File: src/rtl/branch_pkg.sv
// Shared constants for the branch resolve controller: branch funct3 codes and FSM encoding.
package branch_pkg;

  localparam int unsigned XLEN_DEFAULT = 32;

  localparam logic [2:0] BEQ  = 3'b000;
  localparam logic [2:0] BNE  = 3'b001;
  localparam logic [2:0] BLT  = 3'b100;
  localparam logic [2:0] BGE  = 3'b101;
  localparam logic [2:0] BLTU = 3'b110;
  localparam logic [2:0] BGEU = 3'b111;

  typedef enum logic [1:0] {
    IDLE = 2'd0,
    CMP  = 2'd1,
    RESP = 2'd2
  } state_e;

  // funct3 010/011 are reserved in the branch opcode space.
  function automatic logic is_illegal_f3(input logic [2:0] f3);
    return f3[2:1] == 2'b01;
  endfunction

endpackage

File: src/rtl/branch_resolve_ctrl_if.sv
// Request/compare/response bundle of the branch resolve controller.
// Stat counter signals exist only when BRANCH_STATS_EN is defined.
interface branch_resolve_ctrl_if #(
  parameter int unsigned XLEN = 32
`ifdef BRANCH_STATS_EN
  ,
  parameter int unsigned STAT_W = 32
`endif
);

  logic            req_valid;
  logic            req_ready;
  logic [2:0]      funct3;
  logic [XLEN-1:0] pc;
  logic [XLEN-1:0] imm;
  logic [XLEN-1:0] rs1_data;
  logic [XLEN-1:0] rs2_data;
  logic            flush;

  logic [XLEN-1:0] cmp_rs1;
  logic [XLEN-1:0] cmp_rs2;
  logic            BrUn;
  logic            BrLT;
  logic            BrEq;

  logic            resp_valid;
  logic            resp_ready;
  logic            resp_taken;
  logic [XLEN-1:0] resp_target;
  logic            PCSel;
  logic            resp_illegal;
  logic            resp_misalign;

`ifdef BRANCH_STATS_EN
  logic [STAT_W-1:0] stat_branches;
  logic [STAT_W-1:0] stat_taken;
`endif

  modport slave (
    input  req_valid, funct3, pc, imm, rs1_data, rs2_data, flush,
    input  BrLT, BrEq, resp_ready,
    output req_ready, cmp_rs1, cmp_rs2, BrUn,
    output resp_valid, resp_taken, resp_target, PCSel, resp_illegal, resp_misalign
`ifdef BRANCH_STATS_EN
    ,
    output stat_branches, stat_taken
`endif
  );

  modport master (
    output req_valid, funct3, pc, imm, rs1_data, rs2_data, flush,
    output BrLT, BrEq, resp_ready,
    input  req_ready, cmp_rs1, cmp_rs2, BrUn,
    input  resp_valid, resp_taken, resp_target, PCSel, resp_illegal, resp_misalign
`ifdef BRANCH_STATS_EN
    ,
    input  stat_branches, stat_taken
`endif
  );

endinterface

File: src/rtl/branch_cond_decode.sv
// Combinational branch condition decode: funct3 plus comparator flags to taken/illegal/unsigned.
module branch_cond_decode
  import branch_pkg::*;
(
  input  logic [2:0] funct3_i,
  input  logic       br_lt_i,
  input  logic       br_eq_i,
  output logic       taken_o,
  output logic       illegal_o,
  output logic       unsigned_sel_o
);

  assign unsigned_sel_o = funct3_i[1];

  always_comb begin
    taken_o   = 1'b0;
    illegal_o = 1'b0;
    unique case (funct3_i)
      BEQ:     taken_o = br_eq_i;
      BNE:     taken_o = ~br_eq_i;
      BLT:     taken_o = br_lt_i;
      BGE:     taken_o = ~br_lt_i;
      BLTU:    taken_o = br_lt_i;
      BGEU:    taken_o = ~br_lt_i;
      default: illegal_o = is_illegal_f3(funct3_i);
    endcase
  end

endmodule

File: src/rtl/branch_resolve_ctrl.sv
// Sequences the external Branch_comp for RV32I conditional branches: IDLE -> CMP -> RESP.
// Optional BRANCH_STATS_EN adds branch/taken handshake counters.
module branch_resolve_ctrl
  import branch_pkg::*;
#(
  parameter int unsigned XLEN = 32
`ifdef BRANCH_STATS_EN
  ,
  parameter int unsigned STAT_W = 32
`endif
) (
  input  logic                  clk,
  input  logic                  reset,
  branch_resolve_ctrl_if.slave  bus
);

  state_e          state_q;
  logic            req_ready_q;
  logic [2:0]      funct3_q;
  logic [XLEN-1:0] target_q;
  logic [XLEN-1:0] cmp_rs1_q;
  logic [XLEN-1:0] cmp_rs2_q;
  logic            brun_q;
  logic            resp_valid_q;
  logic            resp_taken_q;
  logic [XLEN-1:0] resp_target_q;
  logic            pcsel_q;
  logic            resp_illegal_q;
  logic            resp_misalign_q;

  logic [2:0] dec_f3;
  logic       dec_taken;
  logic       dec_illegal;
  logic       dec_unsigned;

  // In IDLE the decoder looks at the incoming funct3 so BrUn is ready for the CMP cycle.
  assign dec_f3 = (state_q == IDLE) ? bus.funct3 : funct3_q;

  branch_cond_decode u_cond_decode (
    .funct3_i       (dec_f3),
    .br_lt_i        (bus.BrLT),
    .br_eq_i        (bus.BrEq),
    .taken_o        (dec_taken),
    .illegal_o      (dec_illegal),
    .unsigned_sel_o (dec_unsigned)
  );

  always_ff @(posedge clk or posedge reset) begin
    if (reset) begin
      state_q         <= IDLE;
      req_ready_q     <= 1'b1;
      funct3_q        <= '0;
      target_q        <= '0;
      cmp_rs1_q       <= '0;
      cmp_rs2_q       <= '0;
      brun_q          <= 1'b0;
      resp_valid_q    <= 1'b0;
      resp_taken_q    <= 1'b0;
      resp_target_q   <= '0;
      pcsel_q         <= 1'b0;
      resp_illegal_q  <= 1'b0;
      resp_misalign_q <= 1'b0;
    end else begin
      unique case (state_q)
        IDLE: begin
          // flush has no meaning here; a request is accepted regardless.
          if (bus.req_valid) begin
            funct3_q    <= bus.funct3;
            target_q    <= bus.pc + bus.imm;
            cmp_rs1_q   <= bus.rs1_data;
            cmp_rs2_q   <= bus.rs2_data;
            brun_q      <= dec_unsigned;
            req_ready_q <= 1'b0;
            state_q     <= CMP;
          end
        end
        CMP: begin
          if (bus.flush) begin
            req_ready_q <= 1'b1;
            state_q     <= IDLE;
          end else begin
            resp_valid_q    <= 1'b1;
            resp_taken_q    <= dec_taken;
            resp_target_q   <= target_q;
            pcsel_q         <= dec_taken;
            resp_illegal_q  <= dec_illegal;
            resp_misalign_q <= dec_taken & (target_q[1:0] != 2'b00);
            state_q         <= RESP;
          end
        end
        RESP: begin
          if (bus.flush || bus.resp_ready) begin
            resp_valid_q    <= 1'b0;
            resp_taken_q    <= 1'b0;
            resp_target_q   <= '0;
            pcsel_q         <= 1'b0;
            resp_illegal_q  <= 1'b0;
            resp_misalign_q <= 1'b0;
            req_ready_q     <= 1'b1;
            state_q         <= IDLE;
          end
        end
        default: begin
          req_ready_q <= 1'b1;
          state_q     <= IDLE;
        end
      endcase
    end
  end

  assign bus.req_ready     = req_ready_q;
  assign bus.cmp_rs1       = cmp_rs1_q;
  assign bus.cmp_rs2       = cmp_rs2_q;
  assign bus.BrUn          = brun_q;
  assign bus.resp_valid    = resp_valid_q;
  assign bus.resp_taken    = resp_taken_q;
  assign bus.resp_target   = resp_target_q;
  assign bus.PCSel         = pcsel_q;
  assign bus.resp_illegal  = resp_illegal_q;
  assign bus.resp_misalign = resp_misalign_q;

`ifdef BRANCH_STATS_EN
  logic [STAT_W-1:0] stat_branches_q;
  logic [STAT_W-1:0] stat_taken_q;
  logic              resp_fire;

  // A flush in the same cycle as resp_ready cancels the handshake.
  assign resp_fire = resp_valid_q & bus.resp_ready & ~bus.flush;

  always_ff @(posedge clk or posedge reset) begin
    if (reset) begin
      stat_branches_q <= '0;
      stat_taken_q    <= '0;
    end else if (resp_fire) begin
      stat_branches_q <= stat_branches_q + STAT_W'(1);
      if (resp_taken_q) begin
        stat_taken_q <= stat_taken_q + STAT_W'(1);
      end
    end
  end

  assign bus.stat_branches = stat_branches_q;
  assign bus.stat_taken    = stat_taken_q;
`endif

endmodule

File: src/flat_wrapper.sv
// flat-port wrapper written by rule: the top's interface ports become plain ports
module branch_resolve_ctrl_flat import branch_pkg::*;
#(
  parameter int unsigned XLEN = 32

)
  (clk, reset, bus_req_valid, bus_funct3, bus_pc, bus_imm, bus_rs1_data, bus_rs2_data, bus_flush, bus_BrLT, bus_BrEq, bus_resp_ready, bus_req_ready, bus_cmp_rs1, bus_cmp_rs2, bus_BrUn, bus_resp_valid, bus_resp_taken, bus_resp_target, bus_PCSel, bus_resp_illegal, bus_resp_misalign);
  branch_resolve_ctrl_if #(.XLEN(XLEN)) bus_i ();
  input  logic clk;
  input  logic reset;
  input wire logic [$bits(bus_i.req_valid)-1:0] bus_req_valid;
  input wire logic [$bits(bus_i.funct3)-1:0] bus_funct3;
  input wire logic [$bits(bus_i.pc)-1:0] bus_pc;
  input wire logic [$bits(bus_i.imm)-1:0] bus_imm;
  input wire logic [$bits(bus_i.rs1_data)-1:0] bus_rs1_data;
  input wire logic [$bits(bus_i.rs2_data)-1:0] bus_rs2_data;
  input wire logic [$bits(bus_i.flush)-1:0] bus_flush;
  input wire logic [$bits(bus_i.BrLT)-1:0] bus_BrLT;
  input wire logic [$bits(bus_i.BrEq)-1:0] bus_BrEq;
  input wire logic [$bits(bus_i.resp_ready)-1:0] bus_resp_ready;
  output wire logic [$bits(bus_i.req_ready)-1:0] bus_req_ready;
  output wire logic [$bits(bus_i.cmp_rs1)-1:0] bus_cmp_rs1;
  output wire logic [$bits(bus_i.cmp_rs2)-1:0] bus_cmp_rs2;
  output wire logic [$bits(bus_i.BrUn)-1:0] bus_BrUn;
  output wire logic [$bits(bus_i.resp_valid)-1:0] bus_resp_valid;
  output wire logic [$bits(bus_i.resp_taken)-1:0] bus_resp_taken;
  output wire logic [$bits(bus_i.resp_target)-1:0] bus_resp_target;
  output wire logic [$bits(bus_i.PCSel)-1:0] bus_PCSel;
  output wire logic [$bits(bus_i.resp_illegal)-1:0] bus_resp_illegal;
  output wire logic [$bits(bus_i.resp_misalign)-1:0] bus_resp_misalign;
  assign bus_i.req_valid = bus_req_valid;
  assign bus_i.funct3 = bus_funct3;
  assign bus_i.pc = bus_pc;
  assign bus_i.imm = bus_imm;
  assign bus_i.rs1_data = bus_rs1_data;
  assign bus_i.rs2_data = bus_rs2_data;
  assign bus_i.flush = bus_flush;
  assign bus_i.BrLT = bus_BrLT;
  assign bus_i.BrEq = bus_BrEq;
  assign bus_i.resp_ready = bus_resp_ready;
  assign bus_req_ready = bus_i.req_ready;
  assign bus_cmp_rs1 = bus_i.cmp_rs1;
  assign bus_cmp_rs2 = bus_i.cmp_rs2;
  assign bus_BrUn = bus_i.BrUn;
  assign bus_resp_valid = bus_i.resp_valid;
  assign bus_resp_taken = bus_i.resp_taken;
  assign bus_resp_target = bus_i.resp_target;
  assign bus_PCSel = bus_i.PCSel;
  assign bus_resp_illegal = bus_i.resp_illegal;
  assign bus_resp_misalign = bus_i.resp_misalign;
  branch_resolve_ctrl #(.XLEN(XLEN)) u_core (.clk(clk), .reset(reset), .bus(bus_i));
endmodule
File: config.mk
export PLATFORM = sky130hd
export DESIGN_NAME = branch_resolve_ctrl_flat
export DESIGN_NICKNAME = d
export VERILOG_FILES = /design/src/rtl/branch_pkg.sv /design/src/rtl/branch_resolve_ctrl_if.sv /design/src/rtl/branch_cond_decode.sv /design/src/rtl/branch_resolve_ctrl.sv /design/src/flat_wrapper.sv
export SDC_FILE = /design/constraint.sdc
export NUM_CORES = 1
export LEC_CHECK = 0
export BUFFER_PORTS_ARGS = -buffer_cell sky130_fd_sc_hd__buf_2
export CELL_PAD_IN_SITES_DETAIL_PLACEMENT = 0
export CELL_PAD_IN_SITES_GLOBAL_PLACEMENT = 2
export CORE_MARGIN = 2
export CORE_UTILIZATION = 31
export DETAILED_ROUTE_END_ITERATION = 8
export PLACE_DENSITY_LB_ADDON = 0.1
export SKIP_CTS_REPAIR_TIMING = 1
export SYNTH_ARGS = -nofsm -noshare
export SYNTH_HDL_FRONTEND = slang
export SYNTH_SLANG_ARGS = --single-unit
File: constraint.sdc
create_clock -name clk -period 10.8 [get_ports clk]
set_clock_uncertainty 0.2 [all_clocks]
set_input_delay 1.62 -clock clk [delete_from_list [all_inputs] [get_ports clk]]
set_output_delay 1.62 -clock clk [all_outputs]
set_load 0.03 [all_outputs]
==> results by group, run 1 <==
Drt
  • Antenna Nets Post-Route: 0
  • TritonRoute pass-1 iters: 5
  • Total number of vias: a little over 6000
  • DRT iter0 DRCs: 287
  • WL final: roughly 21 mm
  • DR DRC count: 0
  • WL per Instance: around 16 um
  • Vias/cell: ~4.7

Place
  • Hpwl dp: about 15 mm
  • Placed insts: ~1300
  • Routability Congestion: 0.8090
  • Quantity of I/O buffers inserted on ports: 240

GRT
  • Total GRT Usage: between 10% and 20%
  • First-pass GRT wire length: between 30 and 40 mm
  • Vias in the first global route: 5976
  • Pin count of the biggest net entering global routing: between 70 and 80
  • Initial antenna violation count: 0
  • GRT overflow: 0

STA
  • Fmax: ~260 MHz
  • Hold Vio Cnt, Final: 0
  • Final setup viols: 0
  • Min cycle time layout: 3.842 ns
  • Final Cycle Share: 35.57%
  • Normalized max-slew margin: about 36%
  • RSZ-0062 raised after global routing: no
  • Setup Total Neg Slack: 0 ns
  • Slew Limit Fails: 0
  • Least-Margin Pin Slew: around 0.96 ns

Setup path
  • Crit-path cells: buf_2 > ha_1 > inv_1 > fa_1 > nor2b_1 > o31a_1 > o221ai_1 > a2111oi_2 > o31ai_1 > xor2_1 > o21ai_0
  • Startpoint Class: input pin
  • Worst EP required: approximately 11 ns
  • Crit Path Max Fanout: 5
  • Worst path max stage delay: 0.54 ns
  • Nature of the critical path endpoint: flip-flop
  • Slowest cell on crit path: a2111oi_2
  • Worst EP arrival: 3.97 ns
  • WS Path Type: input pin to flip-flop

Outcome
  • Status: finished clean

Clock network
  • CTS tree: built
  • Num CTS Buffers: 17
  • H-Tree Depth: 4
  • CTS Buffer Depth: 2
  • Clock insertion delay at the later pin of the skew report: about 0.42 ns
  • Clock Pin Slew Worst Setup and Hold Paths: around 0.060 ns
  • Sink Count: approximately 140
  • Clock Root Buffer: clkbuf_16

Yosys
  • Synth Area in XOR/XNOR: around 2.4%
  • Post-Synth Adder-Cell Area: slightly below 6%
  • Ys Warns: 0
  • Post-Syn Nets: between 900 and 1000
  • Syn avg cell area: 9.070 sq um
  • Mapped Cells: between 700 and 800
  • Synth Area in Compound Gates: approximately 17%
  • Largest family of logic cells by synthesized area: simple AND/OR/NAND/NOR gates
  • Synthesized flop and latch total: approximately 140
  • Synth Area in Simple Gates: between 10% and 20%
  • Synth Cell Area: just under 7000 sq um
  • Post-synthesis mux area share: 0.7203%
  • Main synth FF type: dfrtp_1
  • EDFF count, synth: 0
  • Ys async rst share: between 90% and 100%
  • Seq/Total Area, Yosys: between 50% and 60%
  • Synth cell types: between 60 and 70

Power
  • Power per cell area: about 210 nW/um^2
  • VDD IR max: around 0.0001 V
  • Final Power: between 0.0015 and 0.002 W
  • Leak: about 4.8 nW

Final layout
  • Final core occ: around two fifths
  • Ant diodes: 0
  • Multi-input gate area: roughly 3200 sq um
  • Layout cells sized above 1: between 20% and 30%
  • Net count, final: between 1000 and 1500
  • Fin cells: 1285
  • Reg area: roughly 3500 sq um
  • Layout area overhead: 29.23%
  • Fillers: 2278

Floorplanning
  • Die H: between 150 and 200 um
  • Core area: 21890 sq um
  • # IOs: 241
  • Row cnt: between 50 and 60
  • Chip width: about 150 um
  • Initial Util: 31.74%
  • Die area: about 24000 sq um

Worst hold path
  • Hold Crit Class: flip-flop to flip-flop

Flow run
  • MaxCap Viol Count: 0
[power breakdown]
group / internal, W / switching [W]
Clock: 0.000388 / 0.000223
Combinational: 0.000188 / 0.000407
Sequential: 0.000646 / 0.0000697
Total: 0.00122 / 0.000700
[logic make-up (layout without fill, tap and decap cells)]
family / Yosys count / count (layout)
AND/OR/NAND/NOR: 333 / 333
multiplexers: 5 / 5
buffers and inverters: 59 / 298
flip-flops: 139 / 139
AO/OA/AOI/OAI: 179 / 179
XOR/XNOR: 19 / 19
adder cells (fa/ha/maj): 32 / 32
[layout by cell type, fill, tap and decap left out, types with 4 or more instances in the layout]
master     Yosys  routed
mux2i_1        5       5
ha_1          31      31
a21oi_1       42      41
inv_1         20      19
buf_2          0     240
nand4_1       14      14
nor3_1         9       9
xnor2_1        9       9
xor2_1        10      10
nor2_1        21      21
dfrtp_1      138     138
o21a_1         5       5
o21ai_0       48      48
buf_4          2       5
clkbuf_16      0      17
a22o_1        32      32
clkbuf_8       2       4
nand2_1      269     268
nand3_1        7       7
a21o_1        12      12
[sequential cells by signal, indices dropped and copies added (netlist names)]
name / cells
u_core.bus.cmp_rs1: 32
u_core.bus.cmp_rs2: 32
u_core.bus.resp_target: 32
u_core.target_q: 32
u_core.funct3_q: 3
u_core.state_q: 2
u_core.bus.BrUn: 1
u_core.bus.PCSel: 1
u_core.bus.req_ready: 1
u_core.bus.resp_illegal: 1
u_core.bus.resp_misalign: 1
u_core.bus.resp_valid: 1
[path summary, 6_finish.rpt]
path | depth (start not counted) | to | from | slack [ns]
setup reg to reg | 6 | u_core.target_q[29] | u_core.state_q[1] | 7.53
min in group asynchronous | 2 | u_core.bus.cmp_rs2[19] | reset | 1.09
max in group asynchronous | 3 | u_core.bus.cmp_rs1[20] | reset | 7.91
hold reg to reg | 2 | u_core.bus.cmp_rs1[18] | u_core.bus.cmp_rs1[18] | 0.27
hold / removal | 2 | u_core.bus.cmp_rs1[18] | u_core.bus.cmp_rs1[18] | 0.27
setup / recovery | 11 | u_core.target_q[28] | bus_imm[0] | 6.96
[cell type report]
cell class	instances	share of cell area (%)
timing repair buffer	245	13.80
multi-input combinational	568	35.67
clock buffer	22	5.393
clock inverter	10	1.547
inverter	21	0.9337
tap	280	3.902
sequential	139	38.75
[cell usage after synthesis (all sizes together), types with 2 or more instances]
| cell type | count | area, sq um |
|---|---|---|
| o21bai | 3 | 22.52 |
| a22o | 32 | 280.3 |
| mux2i | 5 | 50.05 |
| and4 | 3 | 27.53 |
| nor3 | 9 | 45.04 |
| and3 | 2 | 13.77 |
| dfrtp | 138 | 3453 |
| o211ai | 3 | 22.52 |
| o31ai | 2 | 15.01 |
| ha | 31 | 387.9 |
| a211o | 3 | 28.78 |
| a2111oi | 3 | 32.53 |
| nor2 | 21 | 78.83 |
| a21o | 13 | 98.85 |
| nand4 | 14 | 87.58 |
| buf | 11 | 63.81 |
| o221ai | 3 | 26.28 |
| clkdlybuf4s15 | 2 | 20.02 |
| xor2 | 10 | 87.58 |
| inv | 20 | 75.07 |
| a21bo | 2 | 20.02 |
| or2 | 2 | 12.51 |
| nand3 | 7 | 35.03 |
| a21oi | 42 | 210.2 |
| a31oi | 2 | 12.51 |
| clkbuf | 25 | 118.9 |
| o21ai | 49 | 249.0 |
| o21a | 5 | 37.54 |
| nand2b | 2 | 12.51 |
| a211oi | 4 | 35.03 |
| xnor2 | 9 | 78.83 |
| o2111a | 2 | 22.52 |
| nand2 | 269 | 1010 |
[critical path, delay by kind of cell]
kind	cells	cell delay, ns
buffers and inverters	2	0.14
adders and majority gates	2	0.59
AOI/OAI and AO/OA	5	1.31
xor gates and xnor gates	1	0.15
and+or+nand+nor	1	0.17
[stage by stage]
| step | instance area, sq um | setup slack, ns | hold slack [ns] |
|---|---|---|---|
| after floorplan | 6948 | 5.257 | 0.2450 |
| after global placement | 8356 | 6.553 | 0.2537 |
| after CTS | 8979 | 6.969 | 0.2711 |
| after detailed placement | 8356 | 6.539 | 0.2565 |
| final | 8979 | 6.958 | 0.2657 |
| after global routing | 8979 | 6.766 | 0.2870 |
[layer usage]
layer,global-route usage (%),part of all wire (%),vias to the layer above
met3,3.354,5.2,21
met4,4.980,1.2,0
met2,27.68,45,187
li1,-,-,3086
met1,25.22,48,2809
met5,0,0,-
No activity file was read; power rests on OpenSTA's default activity.
==> run 2, diff against run 1 <==
--- a/config.mk
+++ b/config.mk
@@ -5,11 +5,12 @@
 export SDC_FILE = /design/constraint.sdc
 export NUM_CORES = 1
 export LEC_CHECK = 0
+export ABC_AREA = 1
 export BUFFER_PORTS_ARGS = -buffer_cell sky130_fd_sc_hd__buf_2
 export CELL_PAD_IN_SITES_DETAIL_PLACEMENT = 0
 export CELL_PAD_IN_SITES_GLOBAL_PLACEMENT = 2
 export CORE_MARGIN = 2
-export CORE_UTILIZATION = 31
+export CORE_UTILIZATION = 28
 export DETAILED_ROUTE_END_ITERATION = 8
 export PLACE_DENSITY_LB_ADDON = 0.1
 export SKIP_CTS_REPAIR_TIMING = 1
==> constraint.sdc (replaced) <==
create_clock -name clk -period 3.8 [get_ports clk]
set_clock_uncertainty 0.2 [all_clocks]
set_input_delay 0.57 -clock clk [delete_from_list [all_inputs] [get_ports clk]]
set_output_delay 0.57 -clock clk [all_outputs]
set_load 0.03 [all_outputs]
==> run 2 against run 1 <==
  * Largest cell class unchanged
  * Largest power group unchanged
  * Global-route usage down 1.0 points
  * Wire length up 12%
  * Register-to-register slack worse by 6.3 ns
  * Critical path depth down 5
==> results by group, run 2 <==
Outcome
  • Status: finished clean

Place
  • DP Worst Slack: around 1.1 ns
  • Hpwl dp: between 15 and 20 mm
  • Routability Congestion: between 0.7 and 0.8
  • Quantity of I/O buffers inserted on ports: 240

Drt
  • WL per Instance: about 14 um
  • Antenna Nets Post-Route: 0
  • DR DRC count: 0
  • TritonRoute pass-1 iters: 7
  • Total number of vias: between 7000 and 8000
  • WL final: approximately 23 mm
  • Vias/cell: 4.299
  • DRT iter0 DRCs: 427

Final layout
  • Layout cells sized above 1: ~22%
  • Net count, final: around 1500
  • Ant diodes: 0
  • Commonest cells after routing, fill and taps aside: nand2_1, buf_2, inv_1
  • Layout area overhead: 27.98%
  • Most common cell after layout, fill and taps aside: nand2_1

Yosys
  • Cell taking the most area after synthesis: dfrtp_1
  • Synth top area share: around 45%
  • Post-synthesis mux area share: 0%
  • Main synth FF type: dfrtp_1
  • Ys Warns: 0
  • Syn avg cell area: about 7.3 sq um
  • Ys async rst share: 100.0%
  • Seq/Total Area, Yosys: a little under half
  • EDFF count, synth: 0
  • Post-Syn Nets: about 1200
  • Synth cell types: 30
  • Top-count cell post-synth: nand2_1
  • Mapped Cells: between 1000 and 1500
  • Synth Cell Area: ~7600 sq um
  • Largest family of logic cells by synthesized area: simple AND/OR/NAND/NOR gates
  • Synth cell count leaders: nand2_1, inv_1, dfrtp_1
  • Synth area leaders: dfrtp_1, nand2_1, inv_1
  • Synthesized flop and latch total: between 100 and 150
  • Synth Area in Simple Gates: between 30% and 40%
  • Post-Synth Adder-Cell Area: 5.347%
  • Synth Area in Compound Gates: under 10%
  • Synth Area in XOR/XNOR: under 10%

Floorplanning
  • Chip width: 169.1 um
  • Initial Util: about 28%
  • # IOs: around 240
  • Die H: between 150 and 200 um
  • Die area: between 20000 and 30000 sq um
  • Row cnt: 60
  • Core area: 26880 sq um

STA
  • Final Cycle Share: between 60% and 70%
  • Final WS setup: approximately 1.3 ns
  • Least-Margin Pin Slew: 0.6576 ns
  • Min cycle time layout: ~2.5 ns
  • Normalized max-slew margin: 56.16%
  • Final setup viols: 0
  • Setup Total Neg Slack: 0 ns
  • Fmax: just under 400 MHz
  • Hold Worst Slack: around 0.026 ns
  • RSZ-0062 raised after global routing: no
  • Hold Vio Cnt, Final: 0
  • Slew Limit Fails: 0

Clock network
  • Clock Root Buffer: clkbuf_16
  • CTS tree: built
  • Clock insertion delay at the later pin of the skew report: roughly 0.41 ns
  • Sink Count: 139
  • Num CTS Buffers: 17
  • H-Tree Depth: 4
  • Clock Pin Slew Worst Setup and Hold Paths: around 0.060 ns
  • CTS Buffer Depth: 2

Setup path
  • Slowest cell on crit path: inv_2
  • Crit-path cells: nor2_4 > nand2_4 > inv_2 > buf_4 > nand2_1 > o21ai_0
  • Crit Path Max Fanout: 48
  • Worst EP required: approximately 4 ns
  • Register-to-Register Path Depth: 6
  • Worst path max stage delay: between 0.5 and 0.6 ns
  • Worst r2r dst: u_core.funct3_q[1]
  • Nature of the critical path endpoint: flip-flop
  • WS Path Type: flip-flop to flip-flop
  • Worst EP arrival: approximately 2.7 ns
  • Buf/Inv on CP: 2
  • Startpoint Class: flip-flop
  • R2r startpoint: u_core.state_q[1]
  • Largest delay share family, worst path: buffers and inverters
  • Flop-to-flop setup slack: between 1 and 1.5 ns

Power
  • Leak: roughly 5.8 nW
  • Power per cell area: around 570 nW/um^2
  • VDD IR max: between 0.00015 and 0.0002 V

GRT
  • Initial antenna violation count: 0
  • Vias in the first global route: 6839
  • Total GRT Usage: about 17%
  • GRT overflow: 0
  • Pin count of the biggest net entering global routing: 86
  • First-pass GRT wire length: around 38 mm

Worst hold path
  • Hold Crit Class: input pin to asynchronous set/reset pin

Flow run
  • MaxCap Viol Count: 0
-- run 2: worst max path at each step --
| stage | from | end | slack (ns) | depth (start not counted) |
|---|---|---|---|---|
| 2_1_floorplan | reset | u_core.bus.BrUn | 1.30 | 1 |
| 3_3_place_gp | bus_imm[0] | u_core.target_q[24] | 1.11 | 14 |
| 3_5_place_dp | bus_imm[0] | u_core.target_q[20] | 1.11 | 14 |
| 4_1_cts | u_core.state_q[1] | u_core.funct3_q[1] | 1.16 | 6 |
| 5_1_grt | u_core.state_q[1] | u_core.funct3_q[1] | 0.97 | 6 |
| 6_report | u_core.state_q[1] | u_core.funct3_q[1] | 1.27 | 6 |
-- run 2: routing by layer --
metal / vias up / track usage, % / wire length, um
li1: 3693 / - / -
met2: 186 / 26.59 / 10560
met4: 0 / 4.125 / 227
met3: 11 / 3.016 / 1027
met5: - / 0 / 0
met1: 3169 / 23.53 / 11640
-- run 2: stage by stage --
| step | utilization (%) | power (W) | cell area [sq um] | instances |
|---|---|---|---|---|
| after floorplan | - | 0.003319 | 7632 | 1051 |
| after global placement | 34.11 | 0.003956 | 9166 | 1611 |
| after detailed placement | 34.11 | 0.003964 | 9166 | 1611 |
| after CTS | 36.33 | 0.005661 | 9763 | 1642 |
| after global routing | 36.33 | 0.005931 | 9763 | 1642 |
| final | 36.33 | 0.005565 | 9763 | 1642 |
-- run 2: layout make-up --
type | instances | area, sq um
Clock buffer | 21 | 480.5
Multi-Input combinational cell | 735 | 3431
Tap cell | 341 | 426.7
Inverter | 149 | 563.0
Timing Repair Buffer | 247 | 1266
Fill cell | 2992 | 17110
Clock inverter | 10 | 116.4
Sequential cell | 139 | 3480
-- run 2: power breakdown --
group | internal (W) | switching (W) | leakage, nW
combinational | 0.000566 | 0.00128 | 3.80
clock | 0.00103 | 0.000633 | 0.291
sequential | 0.00185 | 0.000203 | 1.73
-- run 2: cell families (layout without fill, tap and decap cells) --
| logic type | count (synthesis) | in the layout |
|---|---|---|
| AO/OA/AOI/OAI | 83 | 83 |
| XOR/XNOR | 14 | 14 |
| adder cells (fa/ha/maj) | 32 | 32 |
| buffers and inverters | 177 | 427 |
| flip-flops | 139 | 139 |
| AND/OR/NAND/NOR | 606 | 606 |
